==> src/rtl/core_pkg.sv <==
// Shared core types: ALU operation encoding, ALU-share arbiter states and limits.
// Used by alu_share_arbiter (optional perf counters via `ALU_ARB_PERF_EN).
package core_pkg;

  typedef enum logic [3:0] {
    ALU_ADD  = 4'h0,
    ALU_SUB  = 4'h1,
    ALU_SLL  = 4'h2,
    ALU_SLT  = 4'h3,
    ALU_SLTU = 4'h4,
    ALU_XOR  = 4'h5,
    ALU_SRL  = 4'h6,
    ALU_SRA  = 4'h7,
    ALU_OR   = 4'h8,
    ALU_AND  = 4'h9,
    ALU_X    = 4'hF
  } alu_sel_e;

  localparam int ALU_SEL_W = $bits(alu_sel_e);

  typedef enum logic [1:0] {
    ARB_IDLE = 2'd0,
    ARB_EXEC = 2'd1,
    ARB_RESP = 2'd2
  } arb_state_e;

  localparam int ALU_ARB_MAX_REQ = 8;
  localparam int PERF_CNT_W      = 16;

  // Saturating increment so a busy requester's counter pins at all-ones.
  function automatic logic [PERF_CNT_W-1:0] sat_inc(input logic [PERF_CNT_W-1:0] v);
    return (v == {PERF_CNT_W{1'b1}}) ? v : v + 1'b1;
  endfunction

endpackage

==> src/rtl/alu_share_arbiter_rr.sv <==
// Combinational round-robin picker: first requester strictly after last_grant_i wins,
// wrapping modulo NUM_REQ.
module rr_arbiter
  import core_pkg::*;
#(
  parameter int NUM_REQ = 2,
  parameter int IW      = $clog2(NUM_REQ)
) (
  input  logic [NUM_REQ-1:0] req_i,
  input  logic [IW-1:0]      last_grant_i,
  output logic [NUM_REQ-1:0] gnt_o,
  output logic [IW-1:0]      gnt_idx_o,
  output logic               gnt_any_o
);

  logic [IW-1:0] cand;

  always_comb begin
    gnt_o     = '0;
    gnt_idx_o = '0;
    gnt_any_o = 1'b0;
    cand      = '0;
    for (int i = 1; i <= NUM_REQ; i++) begin
      cand = IW'((int'(last_grant_i) + i) % NUM_REQ);
      if (!gnt_any_o && req_i[cand]) begin
        gnt_any_o   = 1'b1;
        gnt_o[cand] = 1'b1;
        gnt_idx_o   = cand;
      end
    end
  end

endmodule

==> src/rtl/alu_share_arbiter.sv <==
// Shares one combinational ALU among NUM_REQ requesters, one op in flight, round-robin grant.
// Define `ALU_ARB_PERF_EN to add per-requester saturating accept counters (perf_grant_cnt_o).
//
//  state    | meaning
//  ARB_IDLE | waiting for a request; grant is combinational, payload latched on accept
//  ARB_EXEC | issue regs drive the ALU, result/err captured
//  ARB_RESP | response presented until rsp_ready_i
module alu_share_arbiter
  import core_pkg::*;
#(
  parameter int NUM_REQ = 2,
  parameter int XLEN    = 32,
  parameter int TAG_W   = 4
) (
  input  logic                                clk_i,
  input  logic                                rst_ni,
  input  logic [NUM_REQ-1:0]                  req_valid_i,
  output logic [NUM_REQ-1:0]                  req_ready_o,
  input  logic [NUM_REQ-1:0][ALU_SEL_W-1:0]   req_op_i,
  input  logic [NUM_REQ-1:0][XLEN-1:0]        req_a_i,
  input  logic [NUM_REQ-1:0][XLEN-1:0]        req_b_i,
  input  logic [NUM_REQ-1:0][TAG_W-1:0]       req_tag_i,
  output alu_sel_e                            alu_sel_o,
  output logic [XLEN-1:0]                     alu_a_o,
  output logic [XLEN-1:0]                     alu_b_o,
  input  logic [XLEN-1:0]                     alu_result_i,
  output logic                                rsp_valid_o,
  input  logic                                rsp_ready_i,
  output logic [$clog2(NUM_REQ)-1:0]          rsp_id_o,
  output logic [TAG_W-1:0]                    rsp_tag_o,
  output logic [XLEN-1:0]                     rsp_result_o,
  output logic                                rsp_err_o
`ifdef ALU_ARB_PERF_EN
  ,
  output logic [NUM_REQ-1:0][PERF_CNT_W-1:0]  perf_grant_cnt_o
`endif
);

  localparam int ID_W = $clog2(NUM_REQ);

  arb_state_e       state_q, state_d;
  logic [ID_W-1:0]  last_grant_q, last_grant_d;

  alu_sel_e         iss_op_q, iss_op_d;
  logic [XLEN-1:0]  iss_a_q, iss_a_d;
  logic [XLEN-1:0]  iss_b_q, iss_b_d;
  logic [TAG_W-1:0] iss_tag_q, iss_tag_d;
  logic [ID_W-1:0]  iss_id_q, iss_id_d;

  logic [ID_W-1:0]  rsp_id_q, rsp_id_d;
  logic [TAG_W-1:0] rsp_tag_q, rsp_tag_d;
  logic [XLEN-1:0]  rsp_result_q, rsp_result_d;
  logic             rsp_err_q, rsp_err_d;

  logic [NUM_REQ-1:0] gnt;
  logic [ID_W-1:0]    gnt_idx;
  logic               gnt_any;

  rr_arbiter #(
    .NUM_REQ (NUM_REQ),
    .IW      (ID_W)
  ) u_rr (
    .req_i        (req_valid_i),
    .last_grant_i (last_grant_q),
    .gnt_o        (gnt),
    .gnt_idx_o    (gnt_idx),
    .gnt_any_o    (gnt_any)
  );

  always_ff @(posedge clk_i) begin
    if (!rst_ni) begin
      state_q      <= ARB_IDLE;
      last_grant_q <= ID_W'(NUM_REQ - 1);
      iss_op_q     <= ALU_ADD;
      iss_a_q      <= '0;
      iss_b_q      <= '0;
      iss_tag_q    <= '0;
      iss_id_q     <= '0;
      rsp_id_q     <= '0;
      rsp_tag_q    <= '0;
      rsp_result_q <= '0;
      rsp_err_q    <= 1'b0;
    end else begin
      state_q      <= state_d;
      last_grant_q <= last_grant_d;
      iss_op_q     <= iss_op_d;
      iss_a_q      <= iss_a_d;
      iss_b_q      <= iss_b_d;
      iss_tag_q    <= iss_tag_d;
      iss_id_q     <= iss_id_d;
      rsp_id_q     <= rsp_id_d;
      rsp_tag_q    <= rsp_tag_d;
      rsp_result_q <= rsp_result_d;
      rsp_err_q    <= rsp_err_d;
    end
  end

  always_comb begin
    state_d      = state_q;
    last_grant_d = last_grant_q;
    iss_op_d     = iss_op_q;
    iss_a_d      = iss_a_q;
    iss_b_d      = iss_b_q;
    iss_tag_d    = iss_tag_q;
    iss_id_d     = iss_id_q;
    rsp_id_d     = rsp_id_q;
    rsp_tag_d    = rsp_tag_q;
    rsp_result_d = rsp_result_q;
    rsp_err_d    = rsp_err_q;
    req_ready_o  = '0;
    alu_sel_o    = ALU_X;
    alu_a_o      = '0;
    alu_b_o      = '0;
    rsp_valid_o  = 1'b0;

    unique case (state_q)
      ARB_IDLE: begin
        // No accept while reset is asserted: the payload would be thrown away.
        if (gnt_any && rst_ni) begin
          req_ready_o = gnt;
          iss_op_d    = alu_sel_e'(req_op_i[gnt_idx]);
          iss_a_d     = req_a_i[gnt_idx];
          iss_b_d     = req_b_i[gnt_idx];
          iss_tag_d   = req_tag_i[gnt_idx];
          iss_id_d    = gnt_idx;
          state_d     = ARB_EXEC;
        end
      end
      ARB_EXEC: begin
        alu_sel_o    = iss_op_q;
        alu_a_o      = iss_a_q;
        alu_b_o      = iss_b_q;
        rsp_err_d    = (iss_op_q == ALU_X);
        rsp_result_d = (iss_op_q == ALU_X) ? '0 : alu_result_i;
        rsp_id_d     = iss_id_q;
        rsp_tag_d    = iss_tag_q;
        last_grant_d = iss_id_q;
        state_d      = ARB_RESP;
      end
      ARB_RESP: begin
        rsp_valid_o = 1'b1;
        if (rsp_ready_i) begin
          state_d = ARB_IDLE;
        end
      end
      default: begin
        state_d = ARB_IDLE;
      end
    endcase
  end

  assign rsp_id_o     = rsp_id_q;
  assign rsp_tag_o    = rsp_tag_q;
  assign rsp_result_o = rsp_result_q;
  assign rsp_err_o    = rsp_err_q;

`ifdef ALU_ARB_PERF_EN
  logic [NUM_REQ-1:0][PERF_CNT_W-1:0] perf_cnt_q, perf_cnt_d;
  logic                               accept;

  assign accept = (state_q == ARB_IDLE) && gnt_any && rst_ni;

  always_comb begin
    perf_cnt_d = perf_cnt_q;
    for (int i = 0; i < NUM_REQ; i++) begin
      if (accept && gnt[i]) begin
        perf_cnt_d[i] = sat_inc(perf_cnt_q[i]);
      end
    end
  end

  always_ff @(posedge clk_i) begin
    if (!rst_ni) begin
      perf_cnt_q <= '0;
    end else begin
      perf_cnt_q <= perf_cnt_d;
    end
  end

  assign perf_grant_cnt_o = perf_cnt_q;
`endif

endmodule
==> config.mk <==
export PLATFORM = sky130hd
export DESIGN_NAME = alu_share_arbiter
export DESIGN_NICKNAME = d
export VERILOG_FILES = /design/src/rtl/core_pkg.sv /design/src/rtl/alu_share_arbiter_rr.sv /design/src/rtl/alu_share_arbiter.sv
export SDC_FILE = /design/constraint.sdc
export NUM_CORES = 1
export LEC_CHECK = 0
export CORE_ASPECT_RATIO = 1.2
export CORE_MARGIN = 5
export CORE_UTILIZATION = 41
export CTS_CLUSTER_DIAMETER = 50
export DETAILED_ROUTE_END_ITERATION = 8
export PLACE_DENSITY = 0.87
export SYNTH_ARGS = -nofsm -noshare
export SYNTH_HDL_FRONTEND = slang
export SYNTH_SLANG_ARGS = --single-unit
==> constraint.sdc <==
create_clock -name clk_i -period 1.7 [get_ports clk_i]
set_input_delay 0.255 -clock clk_i [delete_from_list [all_inputs] [get_ports clk_i]]
set_output_delay 0.255 -clock clk_i [all_outputs]
set_load 0.005 [all_outputs]
Word level (Yosys, flattened, before mapping)
Index checks and enable logic that the tools add are counted.
{ "op_classes": {"n_addsub": 2, "n_lt_le_gt_ge": 5, "n_eq_ne": 5, "n_mux": 32, "bitwise_logic": 1, "n_reduce_logical": 8} }
{ "ops": {"columns": ["op", "count"], "rows": [
  ["$mux 32", 7],
  ["$mux 4", 5],
  ["$mux 2", 6],
  ["$mux 1", 11],
  ["$lt 1x2->1 const B", 3],
  ["$pmux 2 s3", 1],
  ["$eq 4x4->1 const B", 1],
  ["$logic_and 1x1->1", 4],
  ["$ne 2x2->1 const B", 2],
  ["$reduce_and 2->1", 2],
  ["$add 1x1->1 const B", 2],
  ["$demux 1 s1", 2],
  ["$eq 2x1->1 const B", 1],
  ["$eq 2x2->1 const B", 1],
  ["$ge 1x1->1 const B", 2],
  ["$logic_not 2->1", 1],
  ["$or 2x2->2", 1],
  ["$logic_not 1->1", 1]
]} }
{ "word_totals": {"register_bits": 114, "in_bits": 181, "output_inout_bits": 109} }

Depth between registers and ports, before layout
Gate-level depths: netlist (run 1).
{ "logic_depth": {"ltp_word": 10, "mapped_depth": 5, "ltp_nobuf": 3} }

Modules after synthesis
A second synthesis (run 1) with hierarchy kept.
{ "unflattened": {"cells_unflattened": 586, "area_unflattened_um2": 5312.6} }
{ "modules_own_cells": {"columns": ["module", "n_inst", "cells_each", "area_each_um2", "seq_area_each_um2"], "rows": [
  ["alu_share_arbiter", 1, 581, 5280.1, 2282.2],
  ["rr_arbiter", 1, 5, 32.5, 0.0]
]} }

Worst setup path after synthesis (run 1)
No wires, ideal clock.
{ "synth_timing": {"path_kind": "register -> output", "startpoint": "register state_q[0]", "endpoint": "output port alu_a_o[0]", "t_arrival_ns": 1.124, "slack_ns": 0.321, "stages_incl_launch_ff": 6, "path_cell_list": "dfxtp_1 -> nor2b_1 -> buf_2 -> buf_2 -> buf_2 -> and2_1"} }
{ "synth_between": {"elab_chain_len": 2} }
{ "synth_lines": {"columns": ["element", "line", "rtl"], "rows": [
  ["from (decl)", "alu_share_arbiter.sv:41", "arb_state_e state_q, state_d;"],
  ["from (signal assigned)", "alu_share_arbiter.sv:84", "state_q <= state_d;"],
  ["$eq 2x1->1", "alu_share_arbiter.sv:116", "unique case (state_q)"],
  ["$mux 32", "alu_share_arbiter.sv:116", null],
  ["to (decl)", "alu_share_arbiter.sv:24", "output logic [XLEN-1:0] alu_a_o,"]
]} }
No other way between the ends.

Final worst setup path (run 1)
{ "layout_timing": {"startpoint": "register state_q[0]", "endpoint": "output port alu_a_o[12]"} }
Same word-level chain as after synthesis.

==> results of run 1 <==
## final timing paths
path / to / slack, ns / cells past startpoint / from
max: alu_a_o[12] / -0.16 / 7 / state_q[0]$_SDFFE_PN0P_
min: rsp_result_o[26]$_SDFFE_PN0N_ / 0.42 / 3 / alu_result_i[26]
max reg2reg: iss_a_q[16]$_SDFFE_PN0P_ / -0.01 / 9 / state_q[1]$_SDFFE_PN0P_
min reg2reg: rsp_result_o[12]$_SDFFE_PN0N_ / 0.45 / 2 / rsp_result_o[12]$_SDFFE_PN0N_
## layout make-up
type                            count  share of cell area [%]
Clock buffer                       17                    4.05
Clock inverter                     15                    1.99
Inverter                            1                  0.0596
Multi-Input combinational cell    487                    32.3
Sequential cell                   114                    21.8
Tap cell                          175                    2.09
Timing Repair Buffer              364                    37.8
## layout by cell type (no fill, tap or decap), types with 16 or more instances in the layout
master           count
clkdlybuf4s50_1    218
nand2_1            187
dfxtp_1            112
a311oi_2            69
a21oi_1             64
buf_6               60
and2_4              49
a21oi_2             48
nand3_1             32
buf_4               26
buf_2               23
clkbuf_16           21
buf_12              19
and2_1              16
## timing repair
item / 4_1_cts / 5_1_grt
endpoints found under the setup margin: 71 / 138
resized for setup: 384 / 39
gates cloned: 10 / 8
pin swaps: 37 / 23
buffers inserted: 20 / 6
## report_power, final
group          switching, µW  internal, µW
clock                   1360          2470
sequential               145          2910
combinational           1050          1420
total                   2550          6800
## critical path, cell delays in order, from the launching register on
cell     delay (ns)
dfxtp_2        0.32
nor2b_4        0.13
buf_12         0.13
buf_8          0.12
buf_6          0.13
buf_16         0.13
and2_4         0.15
buf_6          0.11
## metal layers
| layer | vias up | share of wire (%) |
|---|---|---|
| met3 | 52 | 7.1 |
| li1 | 2980 | - |
| met1 | 2955 | 38 |
| met2 | 251 | 51 |
| met4 | 0 | 3.6 |
| met5 | - | 0 |
## cells by family (layout without fill, tap and decap cells)
kind of cell           after synthesis  count (layout)  share of synthesized area (%)
AOI/OAI and AO/OA                  189             189                           30.8
and+or+nand+nor                    298             298                           22.9
buffers and inverters               72             397                           8.03
DFF                                114             114                           38.2
## registers in the layout, indices dropped and copies added, names as in the netlist
name / flops
iss_tag_q: 4
iss_op_q: 4
iss_b_q: 32
rsp_id_o: 1
iss_a_q: 32
rsp_result_o: 32
last_grant_q: 1
iss_id_q: 1
rsp_tag_o: 4
rsp_err_o: 1
state_q: 2
## stage by stage
step	setup slack [ns]	total power, µW	TNS, ns
final	-0.160	9350	-4.99
after CTS	-0.170	9260	-9.16
after global routing	-0.216	9740	-9.15
after detailed placement	-0.355	5110	-16.01
after global placement	-0.356	5060	-14.67
after floorplan	0.321	4170	0
==> run summary, run 1 <==
ANT cells - 0
Clock buffer depth - 2
Syn. warnings - 0
Crit Path Max Fanout - 4
Power density over the cells - 890 nW/µm²
Row count - 48
Latest clock arrival within the worst-skew pair - 0.40 ns
Area Overhead vs Synth - 75.9%
Met1 global-route usage - 27.5%
Post-synthesis sequential area ratio - 38.2%
Post-DP HPWL - 14300 µm
Largest net degree at the start of global routing - 49
Wirelength, routed - 22300 µm
Commonest cells in the netlist - 187 x nand2_1, 114 x dfxtp_1, 69 x a311oi_2, 65 x and2_1, 64 x a21oi_1
Vias/cell - 5.32
Synth Register Bits - 114
Wire per inst - 19.0 µm
Initial antenna violation count - 0
Failing checks - setup timing
Max-Cap Viols - 0
CTS Buf Count - 17
Grt total ovfl - 0
Area after DPL - 9070 µm²
Final net count - 1166
Count of final max-slew check failures - 0
Mapped Nets - 854
Syn_area_per_cell - 8.87 µm²
Max transition margin - 77.4%
# setup viols final - 68
Clk_skew - 0.00571 ns
Clock root cell - clkbuf_16
Grt met3 use - 6.80%
Hold Buf Count CTS - 0
Worst Hold Class - input port to register
Fraction of layout cells with a size suffix above 1 - 35.9%
DIE AREA - 17100 µm²
Post-route ant nets - 0
Placed Instances - 1101
Vias - 6238
Gpl congestion - 0.807
Port Buf Inserts - 289
First-pass GRT wire length - 32700 µm
CTS tree - done
Met2 usage - 42.9%
Final cycle utilization of the critical path - 109%
Worst Setup End Kind - output pin
Measured slew at the worst slew-check pin - 0.340 ns
Initial Utilization - 41.6%
Final WS setup - -0.160 ns
Ys flop type - dfxtp_1
Critical Path AT - 1.61 ns
Peak supply drop - 0.730 mV
Yosys top cell area share - 38.2%
Min Hold Slack - 0.418 ns
Global route hottest layer - met2
Layout Cells excl Fill - 1173
Area of the multi-input gates - 3390 µm²
RSZ-0062 raised after global routing - true
Final Util - 73.2%
Static Leak - 0.00408 µW
H-tree Lvls - 4
Synth cell types - 24
Async SR Flop Fraction - 0%
Final worst path period need - 1.86 ns
IO Pins - 290
DRC - 0
CP Launch Type - register
Yosys top cell by area - dfxtp_1
DRT Pass-1 Iters - 4
Maximum clock rate - 538 MHz
Synthesized instance count - 673
CTS sink count - 114
Die height - 142 µm
CP Data Required Time - 1.44 ns
Vias in the first global route - 6140
Synth top area cells - dfxtp_1 38%, a311oi_2 17%, nand2_1 12%, a21oi_2 7.0%, and2_1 6.8%
Synthesized cell area - 5970 µm²
Final instance area - 10500 µm²
Die W - 120 µm
GRT Total Usage - 24.1%
Crit Path Class - register to output pin
Post-synth EDFFs - 0
Core ar. - 14400 µm²
Most frequent cell after synthesis - nand2_1
Filler Cell Count - 1043
Status - finished, violations left
Sequential Area - 2290 µm²
Count of final hold-check violations - 0
Initial DRC count - 246
Clock slew at reported path FFs - 0.06 ns
Power figures use the tool's default switching activity.
==> run 2, diff against run 1 <==
--- a/config.mk
+++ b/config.mk
@@ -5,8 +5,7 @@
 export SDC_FILE = /design/constraint.sdc
 export NUM_CORES = 1
 export LEC_CHECK = 0
-export CORE_ASPECT_RATIO = 1.2
-export CORE_MARGIN = 5
+export CORE_MARGIN = 3
 export CORE_UTILIZATION = 41
 export CTS_CLUSTER_DIAMETER = 50
 export DETAILED_ROUTE_END_ITERATION = 8
==> run summary, run 2 (synthesized netlist as in run 1, its figures left out) <==
Status - finished, violations left
Failing checks - setup timing
Layout Cells excl Fill - 1195
Final cycle utilization of the critical path - 110%
Vias in the first global route - 6445
Final Total Pwr - 9520 µW
GRT Total Usage - 26.7%
Port Buf Inserts - 289
Max transition margin - 75.5%
Switch share - 27.8%
Gpl congestion - 0.803
DRT Pass-1 Iters - 4
Post-route ant nets - 0
Kind of cell adding the most delay to the critical path - buffers and inverters
Maximum clock rate - 533 MHz
Clk pwr share - 38.2%
Critical path buffers and inverters - 5
Critical Path AT - 1.62 ns
Count of final max-slew check failures - 0
Slowest cell on crit path - dfxtp_2
Initial Utilization - 42.5%
Power density over the cells - 856 nW/µm²
Gate power share - 29.6%
IO Pins - 290
Grt total ovfl - 0
Wire per inst - 21.2 µm
Post-DP HPWL - 14100 µm
CTS tree - done
DRC - 0
H-tree Lvls - 4
Peak supply drop - 0.734 mV
CTS sink count - 114
Vias/cell - 5.55
Clock slew at reported path FFs - 0.06 ns
Core ar. - 14000 µm²
Final WS setup - -0.178 ns
Crit Path Class - register to output pin
Sum Neg Setup Slack - -8.11 ns
CTS Buf Count - 17
Measured slew at the worst slew-check pin - 0.367 ns
Pint - 6870 µW
R2R Setup Slk - -0.04 ns
Clk_skew - 0.0112 ns
Static Leak - 0.00429 µW
Worst Setup End Kind - output pin
Min Hold Slack - 0.410 ns
Crit Reg-Reg Startpoint - state_q[1]$_SDFFE_PN0P_
Commonest non-fill, non-tap cells in the layout - 218 x clkdlybuf4s50_1, 187 x nand2_1, 112 x dfxtp_1
# setup viols final - 104
Hold path start - alu_result_i[20]
Reg2reg end - iss_b_q[3]$_SDFFE_PN0P_
Worst Hold Class - input port to register
First-pass GRT wire length - 33700 µm
DIE AREA - 16000 µm²
CP Data Required Time - 1.44 ns
Clock root cell - clkbuf_16
Crit path largest cell delay - 0.33 ns
Crit Path Max Fanout - 5
Die W - 127 µm
CP Launch Type - register
Placed Instances - 1108
Final net count - 1183
Most common cell after layout, fill and taps aside - clkdlybuf4s50_1
Register-to-Register Path Depth - 8
Initial antenna violation count - 1
Area Overhead vs Synth - 86.2%
Worst hold stages - 3
Max-Cap Viols - 0
Crit-path cells - nor2b_4 > buf_6 > buf_12 > buf_12 > buf_16 > and2_4 > buf_6
Latest clock arrival within the worst-skew pair - 0.41 ns
Vias - 6631
P_sw - 2650 µW
Row count - 43
Count of final hold-check violations - 0
Sequential cell fraction of total power - 32.2%
Clock buffer depth - 2
Wirelength, routed - 25300 µm
Final worst path period need - 1.88 ns
Largest net degree at the start of global routing - 44
Min-Delay Endpoint - rsp_result_o[20]$_SDFFE_PN0N_
RSZ-0062 raised after global routing - true
Initial DRC count - 421
Die height - 127 µm
Fraction of layout cells with a size suffix above 1 - 39.3%
-- run 2: how the worst max path moves through the flow --
stage | slack [ns] | from | to | depth (start not counted)
2_1_floorplan | 0.32 | state_q[0]$_SDFFE_PN0P_ | alu_a_o[0] | 5
3_3_place_gp | -0.34 | rst_ni | req_ready_o[1] | 4
3_5_place_dp | -0.34 | rst_ni | req_ready_o[1] | 4
4_1_cts | -0.19 | state_q[1]$_SDFFE_PN0P_ | alu_b_o[29] | 6
5_1_grt | -0.23 | state_q[0]$_SDFFE_PN0P_ | alu_b_o[20] | 7
6_report | -0.18 | state_q[0]$_SDFFE_PN0P_ | alu_b_o[20] | 7
-- run 2: power groups by stage --
stage	clock, µW	combinational, µW	sequential (µW)
floorplan	0	1100	3070
global placement	0	1990	3080
detailed placement	0	2030	3100
CTS	3660	2350	3050
global route	3780	2970	3090
finish	3630	2820	3060
-- run 2: layout make-up --
class	count	area [µm²]
fill	873	2920
clock buffer	22	494
sequential	114	2290
timing repair buffer	379	4510
multi-input combinational	489	3490
tap	180	225
inverter	1	6.26
clock inverter	9	104
antenna	1	2.50
-- run 2: through the flow --
step / area (µm²) / util [%] / setup slack [ns]
after floorplan: 5970 / - / 0.321
after global placement: 9100 / 64.8 / -0.342
after detailed placement: 9100 / 64.8 / -0.342
after CTS: 10200 / 72.6 / -0.188
after global routing: 11100 / 79.2 / -0.230
final: 11100 / 79.2 / -0.178
-- run 2: worst min-delay path: stages --
cell and delay, ns:
clkdlybuf4s50_1 0.40, nand3_1 0.06, a21oi_1 0.06
-- run 2: routing by layer --
| layer | vias up | track usage, % | share of wire [%] |
|---|---|---|---|
| li1 | 3013 | - | - |
| met1 | 3192 | 29.7 | 37 |
| met2 | 353 | 46.2 | 50 |
| met3 | 73 | 8.76 | 8.9 |
| met4 | 0 | 11.9 | 3.5 |
| met5 | - | 0 | 0 |
-- run 2: repair_timing --
| item | in CTS | in global routing |
|---|---|---|
| setup endpoints to repair | 71 | 173 |
| hold buffers | 0 | 0 |
| pin swaps | 41 | 62 |
| resized for setup | 383 | 99 |
| buffers inserted | 18 | 7 |
| gates cloned | 10 | 22 |
